==> config.mk <==
export PLATFORM = sky130hd
export DESIGN_NAME = pipeline_hazard_ctrl
export DESIGN_NICKNAME = d
export VERILOG_FILES = /design/src/rtl/pipeline_hazard_ctrl.sv
export SDC_FILE = /design/constraint.sdc
export NUM_CORES = 1
export LEC_CHECK = 0
export CAP_MARGIN = 25
export CORE_AREA = 2 2 92 94
export CTS_CLUSTER_SIZE = 28
export DETAILED_ROUTE_END_ITERATION = 10
export DIE_AREA = 0 0 94 96
export PLACE_DENSITY = 0.82
export SYNTH_ARGS = -nofsm -noshare
export SYNTH_HDL_FRONTEND = slang
export SYNTH_SLANG_ARGS = --single-unit
export TNS_END_PERCENT = 20
==> constraint.sdc <==
create_clock -name clk_i -period 3.24 [get_ports clk_i]
set_clock_uncertainty 0.05 [all_clocks]
set_input_delay 0.648 -clock clk_i [delete_from_list [all_inputs] [get_ports clk_i]]
set_output_delay 0.648 -clock clk_i [all_outputs]
set_load 0.01 [all_outputs]
==> src/rtl/pipeline_hazard_ctrl.sv <==
// pipeline_hazard_ctrl: ID-stage sequencer for load-use stalls, branch flushes, memory freezes and perf counters
module pipeline_hazard_ctrl #(
  parameter int FLUSH_CYCLES = 1,
  parameter int CNT_W        = 32
) (
  input  logic             clk_i,
  input  logic             rst_i,
  input  logic             start_i,
  input  logic [31:0]      ID_instr_i,
  input  logic             EX_MemRead_i,
  input  logic [4:0]       EX_rd_i,
  input  logic             branch_taken_i,
  input  logic             mem_stall_i,
  output logic             PC_write_o,
  output logic             IF_ID_write_o,
  output logic             bubble_o,
  output logic             IF_ID_flush_o,
  output logic             pipe_stall_o,
  output logic [CNT_W-1:0] stall_cnt_o,
  output logic [CNT_W-1:0] flush_cnt_o
);
  typedef enum logic [1:0] {S_IDLE, S_RUN, S_FLUSH, S_MWAIT} state_t;
  localparam logic [6:0] OP_R = 7'b0110011, OP_S = 7'b0100011, OP_SB = 7'b1100011;
  localparam logic [6:0] OP_I = 7'b0010011, OP_LD = 7'b0000011;
  localparam logic [3:0] FC_INIT = 4'(FLUSH_CYCLES - 1);
  state_t           r_state, r_ret;
  logic [3:0]       r_fcnt;
  logic [CNT_W-1:0] r_stall_cnt, r_flush_cnt;
  logic [6:0]       w_op;
  logic [4:0]       w_rs1, w_rs2;
  logic             w_use_rs1, w_use_rs2, w_load_use;
  logic             w_run, w_flush_st, w_active, w_frz, w_stall, w_br;
  assign w_op      = ID_instr_i[6:0];
  assign w_rs1     = ID_instr_i[19:15];
  assign w_rs2     = ID_instr_i[24:20];
  assign w_use_rs2 = (w_op == OP_R) || (w_op == OP_S) || (w_op == OP_SB);
  assign w_use_rs1 = w_use_rs2 || (w_op == OP_I) || (w_op == OP_LD);
  assign w_load_use = EX_MemRead_i && (EX_rd_i != 5'd0) &&
                      ((w_use_rs1 && (w_rs1 == EX_rd_i)) || (w_use_rs2 && (w_rs2 == EX_rd_i)));
  assign w_run      = (r_state == S_RUN);
  assign w_flush_st = (r_state == S_FLUSH);
  assign w_active   = (w_run || w_flush_st) && !mem_stall_i;
  // MWAIT freezes unconditionally so the cycle mem_stall_i drops is the single recovery cycle
  assign w_frz      = (r_state == S_MWAIT) || ((w_run || w_flush_st) && mem_stall_i);
  assign w_stall    = w_run && !mem_stall_i && w_load_use;
  assign w_br       = w_run && !mem_stall_i && !w_load_use && branch_taken_i;
  assign PC_write_o    = w_active && !w_stall;
  assign IF_ID_write_o = w_active && !w_stall;
  assign bubble_o      = (r_state == S_IDLE) || w_stall;
  assign IF_ID_flush_o = w_br || (w_flush_st && !mem_stall_i);
  assign pipe_stall_o  = w_frz;
  assign stall_cnt_o   = r_stall_cnt;
  assign flush_cnt_o   = r_flush_cnt;
  always_ff @(posedge clk_i) begin
    if (rst_i) begin
      r_state     <= S_IDLE;
      r_ret       <= S_RUN;
      r_fcnt      <= 4'd0;
      r_stall_cnt <= '0;
      r_flush_cnt <= '0;
    end else begin
      case (r_state)
        S_IDLE: if (start_i) r_state <= S_RUN;
        S_RUN: begin
          if (mem_stall_i) begin
            r_ret   <= S_RUN;
            r_state <= S_MWAIT;
          end else if (w_br && FLUSH_CYCLES > 1) begin
            r_fcnt  <= FC_INIT;
            r_state <= S_FLUSH;
          end
        end
        S_FLUSH: begin
          if (mem_stall_i) begin
            r_ret   <= S_FLUSH;
            r_state <= S_MWAIT;
          end else begin
            r_fcnt <= r_fcnt - 4'd1;
            if (r_fcnt == 4'd1) r_state <= S_RUN;
          end
        end
        S_MWAIT: if (!mem_stall_i) r_state <= r_ret;
        default: r_state <= S_IDLE;
      endcase
      if (w_stall && !(&r_stall_cnt)) r_stall_cnt <= r_stall_cnt + CNT_W'(1);
      if (w_br && !(&r_flush_cnt)) r_flush_cnt <= r_flush_cnt + CNT_W'(1);
    end
  end
endmodule

# After elaboration in Yosys (flattened, before gate mapping)

Index checks and enable logic that the tools add are counted.

Bits in writable memories: 0
ROM bits: 0
Memories: 0
Output and inout port bits: 69
Bits in latches: 0
Register bits: 72
Input port bits: 43

$lt $le $gt $ge: 0
Shifts and indexed selects: 0
Reductions and logical operators: 36
Multiply operators: 0
Divide/modulo/power cells: 0
Equality and inequality tests: 16
$add $sub $neg: 3
Multiplexer cells: 9
Bitwise logic cells: 1

Operator list:

| cell                                                  | count |
|---|---|
| adder 32 x 1 -> 32 bit, second input constant         | 2 |
| AND reduction 32 bit                                  | 2 |
| == test 7 x 6 -> 1 bit, second input constant         | 2 |
| logical AND 1 bit                                     | 14 |
| two-way mux 2 bit                                     | 7 |
| == test 5 bit                                         | 2 |
| logical OR 1 bit                                      | 9 |
| inequality test 2 bit, second input constant          | 4 |
| case mux 2 bit (4 select lines)                       | 1 |
| == test 7 x 2 -> 1 bit, second input constant         | 1 |
| == test 7 x 5 -> 1 bit, second input constant         | 1 |
| == test 7 bit, second input constant                  | 1 |
| logical NOT 1 bit                                     | 5 |
| nonzero test 5 bit                                    | 1 |
| == test 2 bit, second input constant                  | 2 |
| == test 4 x 1 -> 1 bit, second input constant         | 1 |
| case mux 2 bit (2 select lines)                       | 1 |
| AND reduction 4 bit                                   | 1 |
| subtractor 4 x 1 -> 4 bit, second input constant      | 1 |
| inequality test 3 x 2 -> 1 bit, second input constant | 1 |
| AND reduction 3 bit                                   | 1 |
| == test 2 x 1 -> 1 bit, second input constant         | 1 |
| logical NOT 2 bit                                     | 1 |
| AND reduction 2 bit                                   | 1 |
| other kinds (2)                                       | 2 |

# Logic depth before layout (Yosys ltp)

Gate-level depths: netlist of the first run.

Depth after elaboration: 12
Gate-level depth with buffers: 10
Mapped depth without buffers: 8

# Worst setup path before layout of the first run

OpenSTA, ideal clock, no wires.

Path type: input to output
From: in EX_rd_i[1]
To: out PC_write_o
Required time: 2.542 ns
Arrival: 2.083 ns
Cell stages on the path: 7
Path buffers: 2
Setup slack: 0.459 ns
Cells stage by stage: nor4_1 > a211oi_1 > and2_1 > clkbuf_2 > and2_1 > nor3b_1 > buf_4

Cells in the longest elaborated chain, start to end: 7
Elaborated cells on any way between the ends: 11
Classes of those cells: eq/ne: 2; reduce/logical: 9

RTL lines:

| item                  | RTL line | source |
|---|---|---|
| start, declared       | 11       | `input logic [4:0] EX_rd_i,` |
| == test 5 bit         | 39       | `((w_use_rs1 && (w_rs1 == EX_rd_i)) \|\| (w_use_rs2 && (w_rs2 == EX_rd_i)));` |
| logical AND 1 bit     | 39       |  |
| logical OR 1 bit      | 39       |  |
| logical AND 1 bit (*) | 38       | `assign w_load_use = EX_MemRead_i && (EX_rd_i != 5'd0) &&` |
| logical AND 1 bit (*) | 45       | `assign w_stall = w_run && !mem_stall_i && w_load_use;` |
| logical NOT 1 bit (*) | --       |  |
| logical AND 1 bit (*) | --       |  |
| end, declared         | 14       | `output logic PC_write_o,` |

Every way passes the cells marked *; elsewhere a longest branch is shown, timed or not.

# Final worst setup path of the first run

From: in EX_rd_i[0]
To: out IF_ID_flush_o

Cells in the longest elaborated chain, start to end: 8
Elaborated cells on any way between the ends: 12
Classes of those cells: eq/ne: 2; reduce/logical: 10

RTL lines:

| item                               | RTL line | source |
|---|---|---|
| == test 5 bit                      | 39       |  |
| logical AND 1 bit                  | 39       |  |
| logical OR 1 bit                   | 39       |  |
| logical AND 1 bit (*)              | 38       |  |
| logical NOT 1 bit (*)              | 46       | `assign w_br = w_run && !mem_stall_i && !w_load_use && branch_taken_i;` |
| logical AND 1 bit (*) (2 in a row) | 46       |  |
| logical OR 1 bit (*)               | 50       | `assign IF_ID_flush_o = w_br \|\| (w_flush_st && !mem_stall_i);` |
| end, declared                      | 17       | `output logic IF_ID_flush_o,` |

Marked as above.

==> flow_summary.json, run 1 <==
{
  "fin_ws_ns": 0.131,
  "cap_violations": 0,
  "cp_slowest_stage_delay_ns": 0.42,
  "clkLatencyLatePin_ns": 0.35,
  "die_w_um": 94,
  "ios": 112,
  "ant_nets": 0,
  "htreeDepth": 3,
  "drc": 0,
  "power_density_mw_per_mm2": 394,
  "hp-class": "register to register",
  "finalSetupViolCount": 0,
  "fill_cells": 679,
  "drt_iter0_markers": 296,
  "grt_pass1_vias": 3689,
  "ys_warn_count": 0,
  "synthArstFlopShare_pct": 0,
  "core-area_mm2": 0.00805,
  "cp.required_ns": 2.54,
  "pre_cts_slack_ns": -0.464,
  "synth_area_leaders": "dfxtp_1 (36%), a21oi_1 (6.2%), nand4_1 (4.1%), mux2_2 (4.0%), nor2_1 (3.9%)",
  "synth_top_cells_by_count": "dfxtp_1 (72), a21oi_1 (49), nor2_1 (41)",
  "finalNetCount": 635,
  "grt_pass1_wl_um": 16400,
  "finalHoldViolCount": 0,
  "path_max_fanout": 2,
  "criticalPathCategory": "input port to output pin",
  "slew_headroom_pct": 55.6,
  "cp.arrival_ns": 2.41,
  "yosys.area.top_type": "dfxtp_1",
  "rows": 33,
  "cts_num_sinks": 72,
  "hpwl_um": 7150,
  "cts_root_buf": "clkbuf_8",
  "grt_use_total_pct": 22.4,
  "hold_buffers": 0,
  "seq_area_frac_synth_pct": 36.4,
  "postSynthCellCount": 482,
  "floorplan.die_area_mm2": 0.00902,
  "overflow": 0,
  "numCtsBuffers": 9,
  "cts_tree": "yes",
  "fin_area_mm2": 0.00533,
  "initial_core_util_pct": 49.1,
  "viasPerCell": 5.85,
  "synth_nets": 533,
  "synth-seq-cells": 72,
  "num_antenna_cells": 0,
  "crit_chain": "clkdlybuf4s50_1 > buf_4 > xnor2_1 > nand4_1 > o22ai_2 > buf_4 > and2_1 > o21ai_0 > dlygate4sd2_1",
  "maxSlewViolCount": 0,
  "clk_pin_slew_ns": 0.08,
  "worstMarginPinSlew_ns": 0.660,
  "cts_buffer_depth": 2,
  "synth_top_area_share_pct": 36.4,
  "vdd_drop_max_v": 0.000431,
  "fmaxAchievable_mhz": 322,
  "drt-wirelength-per-cell_um": 14.8,
  "holdWs_ns": 0.448,
  "antenna_found_initial": 0,
  "place_area_mm2": 0.00507,
  "fin_cells": 694,
  "syn_to_final_growth_pct": 34.7,
  "grt_max_degree": 87,
  "outcome": "finished clean",
  "yosysMostFrequentCell": "dfxtp_1",
  "cp-start-kind": "input port",
  "post-route-period-util_pct": 96.0,
  "drive_gt1_share_pct": 12.2,
  "power_mw": 2.10,
  "synth_ff_type": "dfxtp_1",
  "synth.distinct_cells": 47,
  "synth_edf_count": 0,
  "synth_area_mm2": 0.00396,
  "end_kind": "output pin",
  "tns_ns": 0,
  "numPortBuffers": 96,
  "fin_util_pct": 66.2,
  "crit_top_cell": "buf_4",
  "syn_avg_cell_area_um2": 8.21,
  "vias": 4062,
  "post-route-min-period_ns": 3.11,
  "wl_um": 10200,
  "first_pass_iters": 5,
  "p_leak_nw": 1.75,
  "gp_congestion": 0.896,
  "die_y_um": 96,
  "critPathSlowestCell": "clkdlybuf4s50_1",
  "dp.cells": 676
}
-- cells in the final DEF (no fill, tap or decap), types with 2 or more instances in the layout --
master           Yosys  layout
a22oi_1              2       2
nand4_1             26      26
a21oi_1             49      49
nand4b_1             2       2
nor3_1               8       8
clkdlybuf4s50_1      0      87
o21ai_0             27      27
buf_4                5      20
or3_1               23      23
ha_1                 8       8
nand4_2              2       2
clkinvlp_4           0       2
nand2b_1             2       2
a2111oi_0            2       2
mux2_2              14      14
dlygate4sd2_1        0       7
nor3b_1              3       2
xor2_1               7       7
or3_2                3       3
or4_1               16      16
and2_1               2       2
and3_1               5       5
a21o_1               2       2
inv_1                9       9
nor2b_1             18      18
nand3b_1             2       2
dfxtp_1             72      72
nand3_1             28      28
or4_4                2       2
or2_2                3       3
clkbuf_8             0       9
nor4_4               2       3
nand2_1             28      28
xnor2_1             13      13
o31ai_1             17      17
nor2_1              41      41
nor4_1               5       4
bufinv_16            0       2
-- state kept, by name, indices dropped and copies added, names as in the netlist --
| signal | cells |
|---|---|
| flush_cnt_o | 32 |
| stall_cnt_o | 32 |
| r_fcnt | 4 |
| r_ret | 2 |
| r_state | 2 |
-- final cells by class --
cell class,instances,area (µm²),area share [%]
clock buffer,10,128,2.39
inverter,9,33.8,0.634
tap,105,131,2.47
clock inverter,6,92.6,1.74
multi-input combinational,375,2380,44.8
timing repair buffer,117,1120,21.0
sequential,72,1440,27.0
-- timing repair --
action | CTS | global route
endpoints found under the setup margin | 4 | 3
resized for setup | 11 | 3
pin swaps | 3 | 1
buffers inserted | 1 | 1
-- per-layer routing --
| metal | share of wire (%) | routed length [µm] | GRT usage, % |
|---|---|---|---|
| met3 | 6.8 | 692 | 4.86 |
| met2 | 48 | 4890 | 37.0 |
| met5 | 0 | 0 | 0 |
| met4 | 0.91 | 93 | 9.54 |
| met1 | 45 | 4560 | 28.5 |
-- cell families (layout without fill, tap and decap cells) --
logic type / after synthesis / count (layout) / share of synthesized area [%]
multiplexers: 14 / 14 / 3.98
AND/OR/NAND/NOR: 229 / 229 / 33.5
buffers and inverters: 35 / 142 / 3.98
AO/OA/AOI/OAI: 104 / 104 / 15.2
XOR/XNOR: 20 / 20 / 4.43
adder cells (fa/ha/maj): 8 / 8 / 2.53
flip-flops: 72 / 72 / 36.4
-- where the power goes --
group / switching [mW] / internal, mW / total [mW]
Combinational: 0.181 / 0.186 / 0.367
Clock: 0.359 / 0.438 / 0.797
Sequential: 0.0267 / 0.910 / 0.937
Total: 0.566 / 1.53 / 2.10
-- worst max-delay path: cells and delay by family --
| family | cells | cell delay [ns] |
|---|---|---|
| buf+inv | 4 | 1.02 |
| xor+xnor | 1 | 0.14 |
| compound gates | 2 | 0.34 |
| simple gates | 2 | 0.26 |
-- worst paths after layout --
kind | endpoint | start | depth (start not counted) | slack, ns
worst max-delay path | IF_ID_flush_o | EX_rd_i[0] | 9 | 0.13
worst min-delay path | flush_cnt_o[26]$_SDFFE_PP0P_ | flush_cnt_o[26]$_SDFFE_PP0P_ | 2 | 0.45
worst max register to register | flush_cnt_o[3]$_SDFFE_PP0P_ | flush_cnt_o[11]$_SDFFE_PP0P_ | 7 | 0.62
worst min register to register | flush_cnt_o[26]$_SDFFE_PP0P_ | flush_cnt_o[26]$_SDFFE_PP0P_ | 2 | 0.45
(Power assumes the default switching activity.)
==> inputs of run 2 (changes only) <==
==> constraint.sdc (replaced) <==
create_clock -name clk_i -period 3.24 [get_ports clk_i]
set_clock_uncertainty 0.05 [all_clocks]
set_input_delay 0.81 -clock clk_i [delete_from_list [all_inputs] [get_ports clk_i]]
set_output_delay 0.81 -clock clk_i [all_outputs]
set_load 0.01 [all_outputs]
==> run 2 against run 1 <==
- fmax fell by 2.8%
- non-clock buffer count unchanged
- utilization rose by 0.47 points
- count of clock-buffer cells in the layout is the same
- largest power group unchanged
==> flow_summary.json, run 2 (synthesized netlist as in run 1, its figures left out) <==
{
  "grt_use_total_pct": 23.3,
  "finalHoldViolCount": 0,
  "hold_path_end": "stall_cnt_o[13]$_SDFFE_PP0P_",
  "finalNetCount": 635,
  "clk_pin_slew_ns": 0.09,
  "initial_core_util_pct": 49.1,
  "min-delay-start": "stall_cnt_o[13]$_SDFFE_PP0P_",
  "die_y_um": 96,
  "post-route-period-util_pct": 98.8,
  "critPathTopFamily": "simple AND/OR/NAND/NOR gates",
  "outcome": "finished clean",
  "post-route-min-period_ns": 3.20,
  "final_cell_mix": "clkdlybuf4s50_1 (86), dfxtp_1 (72), a21oi_1 (49)",
  "grt_pass1_wl_um": 16900,
  "crit_top_cell": "and2_4",
  "overflow": 0,
  "holdWs_ns": 0.462,
  "fill_cells": 663,
  "fin_area_mm2": 0.00537,
  "grt_pass1_vias": 3690,
  "gp_congestion": 0.924,
  "drive_gt1_share_pct": 13.4,
  "rrSetupSlack_ns": 0.59,
  "maxSlewViolCount": 0,
  "slew_headroom_pct": 56.1,
  "num_antenna_cells": 0,
  "crit_buf_inv": 2,
  "worstMarginPinSlew_ns": 0.652,
  "floorplan.die_area_mm2": 0.00902,
  "rsz0062_at_grt": "false",
  "cp.required_ns": 2.38,
  "power_mw": 2.17,
  "p_leak_nw": 1.78,
  "r2r_cells": 7,
  "cap_violations": 0,
  "wl_um": 10300,
  "grt_max_degree": 87,
  "worstReg2RegEnd": "flush_cnt_o[22]$_SDFFE_PP0P_",
  "path_max_fanout": 3,
  "cts_root_buf": "clkbuf_8",
  "fmaxAchievable_mhz": 312,
  "fin_cells": 694,
  "crit_chain": "dlygate4sd2_1 > nor4_4 > a211oi_4 > and2_4 > and2_4 > or2_2 > buf_2",
  "viasPerCell": 5.87,
  "ios": 112,
  "cts_buffer_depth": 2,
  "power_density_mw_per_mm2": 405,
  "cp.arrival_ns": 2.34,
  "vias": 4075,
  "dp.cells": 677,
  "min_path_cells": 2,
  "cts_tree": "yes",
  "ant_nets": 0,
  "clkLatencyLatePin_ns": 0.35,
  "antenna_found_initial": 0,
  "drc": 0,
  "tns_ns": 0,
  "vdd_drop_max_v": 0.000425,
  "cts_num_sinks": 72,
  "critPathSlowestCell": "nor4_4",
  "hp-class": "register to register",
  "first_pass_iters": 5,
  "rows": 33,
  "die_w_um": 94,
  "drt-wirelength-per-cell_um": 14.9,
  "worstReg2RegStart": "flush_cnt_o[11]$_SDFFE_PP0P_",
  "syn_to_final_growth_pct": 35.6,
  "numPortBuffers": 96,
  "numCtsBuffers": 9,
  "cp-start-kind": "input port",
  "place_area_mm2": 0.00508,
  "finalSetupViolCount": 0,
  "htreeDepth": 3,
  "hpwl_um": 7190,
  "multiInputGateArea_mm2": 0.00241,
  "final_common_cell": "clkdlybuf4s50_1",
  "criticalPathCategory": "input port to output pin",
  "end_kind": "output pin",
  "seq_area_mm2": 0.00144,
  "cp_slowest_stage_delay_ns": 0.38,
  "core-area_mm2": 0.00805,
  "drt_iter0_markers": 213
}
[run 2: how the worst max path moves through the flow]
stage | depth (start not counted) | from | to
2_1_floorplan | 7 | EX_rd_i[1] | PC_write_o
3_3_place_gp | 7 | EX_rd_i[1] | PC_write_o
3_5_place_dp | 7 | EX_rd_i[1] | PC_write_o
4_1_cts | 8 | EX_rd_i[0] | IF_ID_write_o
5_1_grt | 7 | EX_rd_i[2] | bubble_o
6_report | 7 | EX_rd_i[2] | bubble_o
[run 2: where the power goes]
group | leakage, nW | internal, mW | switching, mW
logic | 1.07 | 0.183 | 0.180
clock network | 0.121 | 0.517 | 0.354
registers | 0.580 | 0.910 | 0.0274
[run 2: worst reg2reg max path: cells and delay by family (launching register included)]
family	cells	cell delay, ns
multiplexers	1	0.28
AND/OR/NAND/NOR	5	1.53
flip-flops	1	0.44
buffers and inverters	1	0.24
[run 2: final cells by class]
class | instances | area share, %
sequential | 72 | 26.9
clock inverter | 6 | 2.17
inverter | 9 | 0.630
tap | 105 | 2.45
multi-input combinational | 375 | 45.0
clock buffer | 10 | 2.38
timing repair buffer | 117 | 20.6
[run 2: metal layers]
metal / up-vias / global-route usage (%) / wire length, µm
met5: - / 0 / 0
met4: 0 / 8.82 / 164
met3: 13 / 4.39 / 670
met2: 121 / 38.3 / 4940
met1: 1961 / 30.6 / 4540
li1: 1980 / - / -
[run 2: what timing repair did]
action / 4_1_cts / 5_1_grt
resized for setup: 27 / 4
endpoints found under the setup margin: 4 / 4
setup buffers: 1 / 0
hold buffers: 0 / 0
pin swaps: 5 / 3
[run 2: per-stage QoR]
step	util, %	setup WS (ns)
after floorplan	-	0.135
after global placement	63.1	-0.669
after detailed placement	63.1	-0.766
after CTS	66.6	-0.0187
after global routing	66.7	0.0137
final	66.7	0.0397
